==> config.mk <==
export PLATFORM = sky130hd
export DESIGN_NAME = load_store_unit
export DESIGN_NICKNAME = d
export VERILOG_FILES = /design/src/rtl/lsu_pkg.sv /design/src/rtl/lsu_byte_lane.sv /design/src/rtl/load_store_unit.sv
export SDC_FILE = /design/constraint.sdc
export NUM_CORES = 1
export LEC_CHECK = 0
export ABC_AREA = 1
export BUFFER_PORTS_ARGS = -buffer_cell sky130_fd_sc_hd__clkbuf_2
export CORE_MARGIN = 2
export CORE_UTILIZATION = 40
export DETAILED_ROUTE_END_ITERATION = 16
export PLACE_DENSITY_LB_ADDON = 0.15
export SYNTH_ARGS = -nofsm -noshare
export SYNTH_HDL_FRONTEND = slang
export SYNTH_HIERARCHICAL = 1
export SYNTH_SLANG_ARGS = --single-unit
==> constraint.sdc <==
create_clock -name clk -period 2.5 [get_ports clk]
set_input_delay 0.5 -clock clk [delete_from_list [all_inputs] [get_ports clk]]
set_output_delay 0.5 -clock clk [all_outputs]
set_load 0.1 [all_outputs]
==> src/rtl/lsu_pkg.sv <==
// Shared types and helpers for the load/store unit.
package lsu_pkg;

  typedef enum logic [1:0] {
    IDLE   = 2'd0,
    ACCESS = 2'd1,
    MERGE  = 2'd2,
    RESP   = 2'd3
  } lsu_state_e;

  localparam logic SIZE_WORD = 1'b0;
  localparam logic SIZE_BYTE = 1'b1;

  // Number of byte-lane select bits in a byte address for a given data width.
  function automatic int unsigned lane_bits(int unsigned width);
    return $clog2(width / 8);
  endfunction

endpackage

==> src/rtl/lsu_byte_lane.sv <==
// Byte-lane helper: merges a byte into a word and extracts/extends one lane.
// Only built when LSU_BYTE_EN is defined.
`ifdef LSU_BYTE_EN
module lsu_byte_lane
  import lsu_pkg::*;
#(
  parameter int unsigned WIDTH = 16
) (
  input  logic [WIDTH-1:0]              word,
  input  logic [lane_bits(WIDTH)-1:0]   lane,
  input  logic [7:0]                    lane_byte,
  input  logic                          is_signed,
  output logic [WIDTH-1:0]              merged,
  output logic [WIDTH-1:0]              extended
);

  localparam int unsigned LANE_BITS = lane_bits(WIDTH);

  logic [7:0] picked;

  // Replace the selected lane and pick the same lane out for extension.
  always_comb begin
    merged = word;
    picked = 8'h00;
    for (int i = 0; i < int'(WIDTH / 8); i++) begin
      if (lane == i[LANE_BITS-1:0]) begin
        merged[i*8 +: 8] = lane_byte;
        picked           = word[i*8 +: 8];
      end
    end
    extended = {{(WIDTH - 8){is_signed & picked[7]}}, picked};
  end

endmodule
`endif

==> src/rtl/load_store_unit.sv <==
// Load/store unit in front of a word-wide data memory.
// Define LSU_BYTE_EN to build byte loads/stores (read-modify-write merge).
module load_store_unit
  import lsu_pkg::*;
#(
  parameter int unsigned WIDTH = 16
) (
  input  logic             clk,
  input  logic             reset,
  input  logic             req_valid,
  output logic             req_ready,
  input  logic             req_we,
  input  logic             req_size,
  input  logic             req_signed,
  input  logic [WIDTH-1:0] req_addr,
  input  logic [WIDTH-1:0] req_wdata,
  output logic             resp_valid,
  input  logic             resp_ready,
  output logic [WIDTH-1:0] resp_data,
  output logic             resp_err,
  output logic             mem_write_en,
  output logic [WIDTH-1:0] mem_addr,
  output logic [WIDTH-1:0] mem_write_data,
  input  logic [WIDTH-1:0] mem_read_data
);

  localparam int unsigned LANE_BITS = lane_bits(WIDTH);

  lsu_state_e       state_q, state_d;
  logic             we_q;
  logic [WIDTH-1:0] wdata_q;
  logic [WIDTH-1:0] data_q;
  logic             err_q;
  logic [WIDTH-1:0] mem_addr_q;
  logic             req_is_word;
  logic             misaligned;
  logic             byte_op_q;
  logic [WIDTH-1:0] load_value;

`ifdef LSU_BYTE_EN
  logic                 size_q;
  logic                 signed_q;
  logic [LANE_BITS-1:0] lane_q;
  logic [WIDTH-1:0]     lane_word;
  logic [WIDTH-1:0]     lane_merged;
  logic [WIDTH-1:0]     lane_extended;

  assign req_is_word = (req_size == SIZE_WORD);
  assign byte_op_q   = (size_q == SIZE_BYTE);
  // Extract from the live read in ACCESS; merge into the captured word in MERGE.
  assign lane_word   = (state_q == MERGE) ? data_q : mem_read_data;
  assign load_value  = byte_op_q ? lane_extended : mem_read_data;

  lsu_byte_lane #(
    .WIDTH (WIDTH)
  ) u_byte_lane (
    .word      (lane_word),
    .lane      (lane_q),
    .lane_byte (wdata_q[7:0]),
    .is_signed (signed_q),
    .merged    (lane_merged),
    .extended  (lane_extended)
  );
`else
  logic unused_cfg;

  assign unused_cfg  = ^{req_size, req_signed};
  assign req_is_word = 1'b1;
  assign byte_op_q   = 1'b0;
  assign load_value  = mem_read_data;
`endif

  assign misaligned = req_is_word && (req_addr[LANE_BITS-1:0] != '0);

  // State register; reset aborts any access in flight.
  always_ff @(posedge clk or posedge reset) begin
    if (reset) state_q <= IDLE;
    else       state_q <= state_d;
  end

  // Next-state logic.
  always_comb begin
    state_d = state_q;
    case (state_q)
      IDLE:    if (req_valid) state_d = misaligned ? RESP : ACCESS;
`ifdef LSU_BYTE_EN
      ACCESS:  state_d = (we_q && byte_op_q) ? MERGE : RESP;
      MERGE:   state_d = RESP;
`else
      ACCESS:  state_d = RESP;
`endif
      RESP:    if (resp_ready) state_d = IDLE;
      default: state_d = IDLE;
    endcase
  end

  // Handshake and memory strobes decoded from the current state.
  always_comb begin
    req_ready      = (state_q == IDLE);
    resp_valid     = (state_q == RESP);
    mem_write_en   = 1'b0;
    mem_write_data = '0;
    case (state_q)
      ACCESS: begin
        if (we_q && !byte_op_q) begin
          mem_write_en   = 1'b1;
          mem_write_data = wdata_q;
        end
      end
`ifdef LSU_BYTE_EN
      MERGE: begin
        mem_write_en   = 1'b1;
        mem_write_data = lane_merged;
      end
`endif
      default: ;
    endcase
  end

  // Request latch, load capture and error flag.
  always_ff @(posedge clk or posedge reset) begin
    if (reset) begin
      we_q       <= 1'b0;
      wdata_q    <= '0;
      data_q     <= '0;
      err_q      <= 1'b0;
      mem_addr_q <= '0;
`ifdef LSU_BYTE_EN
      size_q     <= SIZE_WORD;
      signed_q   <= 1'b0;
      lane_q     <= '0;
`endif
    end else begin
      case (state_q)
        IDLE: begin
          if (req_valid) begin
            we_q    <= req_we;
            wdata_q <= req_wdata;
            data_q  <= '0;
            err_q   <= misaligned;
            // A misaligned request never touches memory, so mem_addr keeps its old value.
            if (!misaligned) mem_addr_q <= {{LANE_BITS{1'b0}}, req_addr[WIDTH-1:LANE_BITS]};
`ifdef LSU_BYTE_EN
            size_q   <= req_size;
            signed_q <= req_signed;
            lane_q   <= req_addr[LANE_BITS-1:0];
`endif
          end
        end
        ACCESS: begin
          if (!we_q)          data_q <= load_value;
          else if (byte_op_q) data_q <= mem_read_data;
        end
        MERGE:   data_q <= '0;
        RESP:    if (resp_ready) err_q <= 1'b0;
        default: ;
      endcase
    end
  end

  assign resp_data = data_q;
  assign resp_err  = err_q;
  assign mem_addr  = mem_addr_q;

endmodule

Yosys cells after proc, flatten, opt, wreduce, memory -nomap -nowiden
Index checks and enable logic that the tools add are counted.
{"block": "classes", "reduce_logical": 8, "n_mux": 14, "bitwise": 1, "n_eq_ne": 6}
{"op": "16-bit 2-to-1 mux", "n": 4}
{"op": "16-bit one-hot mux with 3 select lines", "n": 1}
{"op": "3-bit AND reduction", "n": 3}
{"op": "2-bit 2-to-1 mux", "n": 3}
{"op": "2-bit one-hot mux with 3 select lines", "n": 1}
{"op": "2-bit == test, second input constant", "n": 2}
{"op": "1-bit 2-to-1 mux", "n": 4}
{"op": "2-bit != test, second input constant", "n": 2}
{"op": "2-bit AND reduction", "n": 2}
{"op": "3-bit nonzero test", "n": 1}
{"op": "2-bit by 1-bit == test with 1-bit output, second input constant", "n": 1}
{"op": "2-bit zero test", "n": 1}
{"op": "2-bit by 1-bit != test with 1-bit output, second input constant", "n": 1}
{"op": "1-bit one-hot mux with 2 select lines", "n": 1}
{"op": "2-bit nonzero test", "n": 1}
{"op": "1-bit inverter", "n": 1}
{"block": "totals", "input_bits": 55, "reg_bits": 51}

Longest topological paths before layout
{"block": "depth", "depth_word": 3, "ltp_mapped": 6, "depth_no_buf": 5}

Least setup slack after synthesis
No wires, ideal clock.
{"block": "synth_timing", "path_kind": "reg-to-output", "start": "register state_q[0]", "end": "output port mem_write_data[10]", "required_time_ns": 2.000, "path_slack_ns": -0.105, "stages_incl_launch_ff": 4, "n_path_buf": 1, "arrival_time_ns": 2.105, "cell_sequence": "dfrtp_1 buf_4 nand3_2 nor2_1"}
{"block": "synth_between", "elab_chain_cells": 2}
{"item": "from (decl)", "line": "load_store_unit.sv:29", "text": "lsu_state_e state_q, state_d;"}
{"item": "from (signal assigned)", "line": "load_store_unit.sv:78", "text": "else state_q <= state_d;"}
{"item": "2-bit by 1-bit == test with 1-bit output", "line": "load_store_unit.sv:103", "text": "case (state_q)"}
{"item": "16-bit 2-to-1 mux", "line": "load_store_unit.sv:103"}
{"item": "to (decl)", "line": "load_store_unit.sv:23", "text": "output logic [WIDTH-1:0] mem_write_data,"}
No other way between the ends.

Worst setup path after layout
{"block": "layout_timing", "start": "register state_q[1]", "end": "output port mem_write_data[6]"}
Same word-level chain as after synthesis.

==> reports/qor.txt <==
Synthesized-area fraction occupied by adder cells -> 0%
Largest family of logic cells by synthesized area -> simple AND/OR/NAND/NOR gates
CTS tree -> yes
CP Launch Type -> flop
Cell variety after synth -> 23
Area leader, netlist -> dfrtp_1
Min-delay worst type -> in -> async
Worst-Margin Slew -> 0.566 ns
Synthesized Nets -> 313
Cells after Synth -> 258
Worst-path fanout max -> 18
Area Growth Syn to Fin -> 35.5%
Max Transition Viols Final -> 0
Mapped Area -> 0.00229 mm^2
Hold_buf cts -> 0
Iter 0 DRT Violations -> 98
Fin nets -> 414
Post-synth top cells -> nand2_1, dfrtp_1, nor2_1
TritonCTS sink count -> 51
Die Span Y -> 79.6 um
Max Buffers Root-to-Sink -> 2
Drt via density -> 4.67
Number of global-route vias before repair -> 1922
Worst Path Arrival -> 1.82 ns
FF+latch area -> 0.00128 mm^2
Mux share of post-synthesis cell area -> 0%
Ant. Diodes -> 0
Clk slew on worst S/H paths -> 0.09 ns
Outcome -> finished, final reports clean
Synth Area in Compound Gates -> 3.17%
Post-Synth XOR/XNOR Area -> 0%
Core Footprint -> 0.00551 mm^2
Residual DRC -> 0
CTS root buf -> clkbuf_8
Total setup buffers inserted after CTS -> 0
Final ANT Viol Nets -> 0
Synth warnings -> 6
Unrepaired setup endpoints after global routing -> false
Multi-input gate area -> 841 um^2
Max-slew headroom -> 62.4%
Top-count cell post-synth -> nand2_1
Drt wl/cell -> 12.5 um
Max Clock Freq -> 432 MHz
Syn Area/Cell -> 8.87 um^2
Period utilisation layout -> 92.6%
GPL Wtd Cong -> 0.709
Skew final -> 0.00751 ns
Fraction of layout cells with a size suffix above 1 -> 35.8%
Critical Path End Type -> primary output
Initial Util -> 41.6%
Rows -> 27
Most used DFF post-synth -> dfrtp_1
Crit path kind -> reg -> out
CTS resizes -> 0
Via count -> 2018
Total GRT Usage -> 18.3%
Ports -> 107
DR pass1 iterations -> 4
Initial antenna violation count -> 0
Synth area leaders -> dfrtp_1, nand2_1, nand4_1
Filler instances -> 545
# port buffers -> 103
Hold Vio Cnt, Final -> 0
Post-DP HPWL -> 3880 um
Worst skew pair latency -> 0.30 ns
RR Startpoint -> state_q[0]
Worst Reg-to-Reg Cells -> 5
Die ar. -> 0.00634 mm^2
First-pass GRT wire length -> 9100 um
FF+latch count, synth -> 51
H-tree levels -> 2
CTS Buf Count -> 5
Ys async rst share -> 100%
Setup violators final -> 0
Die W -> 79.6 um
CP Launch Point -> state_q[1]
Final worst path period need -> 2.32 ns
Req. time, crit path -> 2.00 ns
Largest net degree at the start of global routing -> 29
EDFF count, synth -> 0
Total gr overflow -> 0
Final wirelength -> 5380 um
Yosys top cell area share -> 55.8%
Total of max-cap violations -> 0
Simple-gate share of the synthesized area -> 33.4%
Hold slack -> 0.139 ns
Register area share after synthesis -> 55.8%
Setup TNS -> 0 ns
routing by layer:
metal	wire length, um	vias up	part of all wire, %	global-route usage, %
met2	2470	79	46	30.0
met4	49	0	0.91	4.66
met5	0	-	0	0
met3	486	7	9.0	5.66
li1	-	1017	-	-
met1	2370	915	44	23.6
worst max-delay path: stages (launching register included):
cell and delay (ns):
dfrtp_1 0.48, clkinv_2 0.26, nand3_2 0.27, nor2_1 0.28, buf_12 0.21
cells by family after synthesis:
group | count (synthesis)
AO/OA/AOI/OAI | 13
buffers and inverters | 29
flip-flops | 51
other | 1
AND/OR/NAND/NOR | 164
flip-flops by register name, summed over array words and instances (netlist names):
register   count
wdata_q       16
mem_addr      15
state_q        2
resp_err       1
we_q           1
resp_data     16
metrics by stage:
step / util, % / std cells / worst slack, ns / cell area [um^2]
floorplan: - / 258 / -0.105 / 2290
global placement: 54.5 / 424 / 0.510 / 3000
detailed placement: 54.5 / 424 / 0.467 / 3000
CTS: 56.3 / 432 / 0.115 / 3100
global route: 56.3 / 432 / 0.0748 / 3100
finish: 56.3 / 432 / 0.184 / 3100
final timing paths:
path                                           to  slack [ns]
worst max-delay path            mem_write_data[6]        0.18
worst min-delay path                 mem_addr[10]        0.14
worst max register to register         wdata_q[8]        0.98
worst min register to register      resp_data[10]        0.47
max in group asynchronous           resp_data[10]        1.76
min in group clk                      wdata_q[15]        0.39
area by class of cell:
cell class / instances / share of cell area [%]
timing repair buffer: 106 / 23.3
multi-input combinational: 178 / 27.1
tap: 72 / 2.91
sequential: 51 / 41.2
inverter: 17 / 2.26
clock buffer: 8 / 3.23
layout by cell type, fill, tap and decap left out, types with 2 or more instances in the layout:
master,count
buf_4,11
dfrtp_1,51
nor2_1,18
nand2_4,4
o21ai_0,9
nor2_8,2
inv_2,2
nand2_1,104
o21ai_2,2
buf_12,11
clkbuf_8,7
nand4_1,15
clkbuf_2,84
nand3_1,17
inv_1,13
Power is not shown: default switching activity piles up to over one toggle a cycle in this logic, so the estimate is an artifact.
